`src/rtl/timer_counter_ar.sv`:
```
// Up/down timer-counter with an external (synchronised clk_int edge) or internal (prescaler) tick,
// auto-reload at terminal count, overflow/underflow pulses with sticky flags, and compare-match pulse.
module timer_counter_ar #(
    parameter int WIDTH   = 16,
    parameter int PRESC_W = 8
) (
    input  logic               pclk,
    input  logic               presetn,
    input  logic               clk_int_i,
    input  logic               tick_sel_i,
    input  logic [PRESC_W-1:0] presc_div_i,
    input  logic               en_i,
    input  logic               dw_i,
    input  logic               auto_rld_i,
    input  logic               load_i,
    input  logic [WIDTH-1:0]   ld_val_i,
    input  logic [WIDTH-1:0]   rld_val_i,
    input  logic [WIDTH-1:0]   cmp_val_i,
    input  logic               clr_flags_i,
    output logic [WIDTH-1:0]   cnt_out_o,
    output logic               ovf_o,
    output logic               udf_o,
    output logic               cmp_match_o,
    output logic               ovf_flag_o,
    output logic               udf_flag_o
);

    logic               sync1_q, sync2_q, edge_dly_q;
    logic [PRESC_W-1:0] presc_cnt_q, presc_cnt_d;
    logic [WIDTH-1:0]   cnt_q, cnt_d;
    logic               ovf_q, ovf_d;
    logic               udf_q, udf_d;
    logic               cmp_q, cmp_d;
    logic               ovf_flag_q, ovf_flag_d;
    logic               udf_flag_q, udf_flag_d;
    logic               ext_tick, presc_hit, tick;

    // The delayed copy makes the edge detector registered; the tick itself
    // is used on the same edge so a rise sampled at edge N counts at N+2.
    assign ext_tick  = sync2_q & ~edge_dly_q;
    assign presc_hit = (presc_cnt_q == presc_div_i);
    assign tick      = en_i & (tick_sel_i ? presc_hit : ext_tick);

    always_comb begin
        presc_cnt_d = presc_cnt_q;
        if (load_i) begin
            presc_cnt_d = '0;
        end else if (en_i) begin
            presc_cnt_d = presc_hit ? '0 : presc_cnt_q + PRESC_W'(1);
        end
    end

    always_comb begin
        cnt_d = cnt_q;
        ovf_d = 1'b0;
        udf_d = 1'b0;
        cmp_d = 1'b0;
        if (load_i) begin
            cnt_d = ld_val_i;
        end else if (tick) begin
            if (!dw_i) begin
                if (cnt_q == '1) begin
                    cnt_d = auto_rld_i ? rld_val_i : '0;
                    ovf_d = 1'b1;
                end else begin
                    cnt_d = cnt_q + WIDTH'(1);
                end
            end else begin
                if (cnt_q == '0) begin
                    cnt_d = auto_rld_i ? rld_val_i : '1;
                    udf_d = 1'b1;
                end else begin
                    cnt_d = cnt_q - WIDTH'(1);
                end
            end
            cmp_d = (cnt_d == cmp_val_i);
        end
    end

    // A new event outranks a simultaneous clear.
    assign ovf_flag_d = ovf_d | (ovf_flag_q & ~clr_flags_i);
    assign udf_flag_d = udf_d | (udf_flag_q & ~clr_flags_i);

    always_ff @(posedge pclk or negedge presetn) begin
        if (!presetn) begin
            sync1_q     <= 1'b0;
            sync2_q     <= 1'b0;
            edge_dly_q  <= 1'b0;
            presc_cnt_q <= '0;
            cnt_q       <= '0;
            ovf_q       <= 1'b0;
            udf_q       <= 1'b0;
            cmp_q       <= 1'b0;
            ovf_flag_q  <= 1'b0;
            udf_flag_q  <= 1'b0;
        end else begin
            sync1_q     <= clk_int_i;
            sync2_q     <= sync1_q;
            edge_dly_q  <= sync2_q;
            presc_cnt_q <= presc_cnt_d;
            cnt_q       <= cnt_d;
            ovf_q       <= ovf_d;
            udf_q       <= udf_d;
            cmp_q       <= cmp_d;
            ovf_flag_q  <= ovf_flag_d;
            udf_flag_q  <= udf_flag_d;
        end
    end

    assign cnt_out_o   = cnt_q;
    assign ovf_o       = ovf_q;
    assign udf_o       = udf_q;
    assign cmp_match_o = cmp_q;
    assign ovf_flag_o  = ovf_flag_q;
    assign udf_flag_o  = udf_flag_q;

endmodule

```
`config.mk`:
```
export PLATFORM = sky130hd
export DESIGN_NAME = timer_counter_ar
export DESIGN_NICKNAME = d
export VERILOG_FILES = /design/src/rtl/timer_counter_ar.sv
export SDC_FILE = /design/constraint.sdc
export NUM_CORES = 1
export LEC_CHECK = 0
export ABC_AREA = 0
export BUFFER_PORTS_ARGS = -buffer_cell sky130_fd_sc_hd__clkbuf_2
export CAP_MARGIN = 20
export CORE_MARGIN = 2
export CORE_UTILIZATION = 40
export CTS_BUF_LIST = sky130_fd_sc_hd__clkbuf_4
export DETAILED_ROUTE_END_ITERATION = 7
export PLACE_DENSITY_LB_ADDON = 0.2
export REMOVE_ABC_BUFFERS = 1
export SYNTH_ARGS = -nofsm -noshare
export SYNTH_HDL_FRONTEND = slang
export SYNTH_SLANG_ARGS = --single-unit
```
`constraint.sdc`:
```
create_clock -name pclk -period 7.05 [get_ports pclk]
set_clock_uncertainty 0.15 [all_clocks]
set_input_delay 0.3525 -clock pclk [delete_from_list [all_inputs] [get_ports pclk]]
set_output_delay 0.3525 -clock pclk [all_outputs]
set_load 0.01 [all_outputs]
```
==> results.cfg <==
[cts]
clock_tree.root_cell = clkbuf_4
clkSinkCount = 32
cts_max_level = 2
cts_tree = done
clock_latency_ps = 360
path_clk_slew_ps = 130
cts.path.max_buffers = 2
post_cts_resized = 0
numCtsBuffers = 5
postCtsSetupBuffers = 0

[logic_synthesis]
syn-instance-count = 409
synth_seq_area_share_pct = 24.64
async_flop_share_pct = 100.0
yosysTopAreaCellShare_pct = 24.64
ys_seq_elements = 32
synthFlopType = dfrtp_1
synth.area.top_cells = dfrtp_1, xnor2_1, o21ai_0
yosysUniqueCellTypes = 69
ys_warn_count = 0
syn_area_per_cell_um2 = 7.945
synth-edff-count = 0
yosysTopAreaCell = dfrtp_1
synth_area_um2 = 3249

[setup_path]
path_max_fanout = 11
critPathLaunch = cnt_out_o[0]$_DFFE_PN0P_
regToRegSetupSlack_ps = 3550
r2r-start = cnt_out_o[0]$_DFFE_PN0P_
cp_data_arrival_time_ps = 3630
cp-start-kind = register
critical_path_class = register to register
required_ps = 7180
crit_path_end_kind = register

[layout]
diodes = 0
syn2layout_area_growth_pct = 15.79
final_util_pct = 48.19
fill_cells = 790
layout-drive-gt1-share_pct = 25.58
nets = 541

[timing]
min_period_ps = 3499
tns_ps = 0
max_freq_mhz = 285.8
whs_ps = 41.54
rsz0062_at_grt = false
hold_violations = 0
relSlewSlack_pct = 31.36
setup_viol = 0
report.final.slew_viol_count = 0
tightest_slew_ps = 1020
post-route-period-util_pct = 49.62

[power_and_ir_drop]
power_density_nw_per_um2 = 150.9
p_comb_share_pct = 32.3
ir_drop_uv = 85.98
cellLeakagePower_uw = 0.001600
power_uw = 567.9
swShare_pct = 38.40
pwr-share-seq_pct = 41.0
internal_power_uw = 349.8
pwr-share-clk_pct = 26.7
switchingPower_uw = 218.0

[floorplan]
die_h_um = 94.13
die_area_um2 = 8860
dieWidth_um = 94.13
num_rows = 32
initial_core_util_pct = 41.62
io_pins = 86
core-area_um2 = 7807

[detailed_routing]
vias = 3469
drt_wl_total_um = 10480
drt_first_pass_iters = 5
vias_per_cell = 6.033
drt-initial-drc-count = 251
final_antenna_net_count = 0
wl_per_cell_um = 18.23
drc = 0

[global_routing]
grt_usage_pct = 24.60
grt_pass1_vias = 3293
overflow = 0
grt_max_degree = 36
grt_pass1_wl_um = 17020
antenna_found_initial = 0

[hold_path]
hp-start = ld_val_i[12]
hp-class = primary input to register

[run]
cap_violations = 0

[placement]
dp_hpwl_um = 7676
place.port_buffers = 85
gp_congestion = 0.9856

[status]
status = completed
[metal layers]
layer  track usage, %  part of all wire, %  vias up  wire length, um
li1                 -                    -     1637                -
met4            6.280                  1.7        0              178
met1            33.76                   43     1626             4493
met2            39.82                   46      188             4862
met3            4.414                  9.1       18              949
met5                0                    0        -                0
[what timing repair did]
action                                 in CTS  in global routing
endpoints found under the hold margin      33                  0
setup endpoints to repair                   0                  0
hold buffers                                2                  0
[registers in the layout (all words and copies together) (netlist names)]
| name | flops |
|---|---|
| sync1_q | 1 |
| udf_o | 1 |
| udf_flag_o | 1 |
| ovf_o | 1 |
| cnt_out_o | 16 |
| cmp_match_o | 1 |
| sync2_q | 1 |
| edge_dly_q | 1 |
| presc_cnt_q | 8 |
| ovf_flag_o | 1 |
[kinds of logic (layout without fill, tap and decap cells)]
group	Yosys count	in the layout	share of synthesized area (%)
fa+ha+maj	4	4	1.540
xor+xnor	37	37	9.973
simple gates	161	161	29.50
mux	16	16	5.160
buf+inv	46	110	6.199
flops	32	32	24.64
compound gates	113	113	22.99
[cell usage after synthesis, drive strengths merged (2+ instances only)]
library cell,n
a211oi,5
a21o,8
a21oi,20
a22o,2
a31o,2
a31oi,4
and2,4
and3,9
and4,2
buf,16
clkbuf,17
dfrtp,32
ha,4
inv,13
mux2,6
mux2i,10
nand2,34
nand2b,10
nand3,19
nand4,14
nor2,21
nor2b,5
nor3,10
nor3b,2
nor4,14
nor4b,3
o211ai,3
o21a,4
o21ai,40
o22ai,2
o31ai,8
o41ai,2
or2,3
or4,4
xnor2,23
xor2,14
[cell type report]
class | count | area (um2) | share of cell area [%]
timing repair buffer | 89 | 457.9 | 12.17
inverter | 13 | 48.80 | 1.297
clock buffer | 5 | 37.54 | 0.9977
clock inverter | 3 | 42.54 | 1.131
sequential | 32 | 800.8 | 21.28
multi-input combinational | 331 | 2247 | 59.73
tap | 102 | 127.6 | 3.392
[power by group through the flow]
stage               Sequential [uW]  Clock, uW  Combinational, uW
floorplan                       231          0                108
global placement                235          0                180
detailed placement              235          0                180
CTS                             232        157                182
global route                    236        163                202
finish                          233        152                183
[final timing paths]
check | end | depth (start not counted)
hold / removal | cnt_out_o[12]$_DFFE_PN0P_ | 3
max in group asynchronous | ovf_o$_DFF_PN0_ | 2
min in group asynchronous | cnt_out_o[1]$_DFFE_PN0P_ | 2
setup / recovery | cmp_match_o$_DFF_PN0_ | 9
setup reg to reg | cmp_match_o$_DFF_PN0_ | 9
hold reg to reg | sync2_q$_DFF_PN0_ | 0
[per-stage QoR]
| stage | worst slack, ps | area [um2] | instances |
|---|---|---|---|
| global placement | 3725 | 3657 | 564 |
| CTS | 3629 | 3757 | 574 |
| global route | 3342 | 3762 | 575 |
| detailed placement | 3630 | 3657 | 564 |
| floorplan | 4029 | 3097 | 376 |
| finish | 3551 | 3762 | 575 |
[cells in the final DEF, fill, tap and decap left out, types with 2 or more instances in the layout]
master and instances:
or4_1 3, clkbuf_2 86, a21o_1 8, nand4_1 12
o22ai_1 2, nor4_1 10, a22o_1 2, or2_2 2
mux2i_1 10, nand2_1 34, inv_1 13, nor3b_1 2
nand2b_1 10, a21oi_1 20, dfrtp_1 32, a31oi_1 4
nor3_1 10, o41ai_1 2, o211ai_1 3, and3_1 9
nor4_2 2, xnor2_1 23, a31o_2 2, xor2_1 14
dlygate4sd3_1 2, nand3_1 19, nor4b_1 2, o21a_1 4
mux2_2 6, nor2b_1 5, nor4_4 2, a211oi_1 5
o21ai_0 39, clkbuf_4 5, ha_1 4, nor2_1 21
o31ai_1 8, and4_1 2
[critical path, stage by stage (launching register included)]
cell and delay (ps):
dfrtp_1 540, ha_1 400, nand3_1 200, nor3_1 450, or4b_2 630, and3b_1 250, xnor2_1 170, a2111oi_4 200
nand4_1 160, nor4_2 270
No activity file was read; power rests on OpenSTA's default activity.
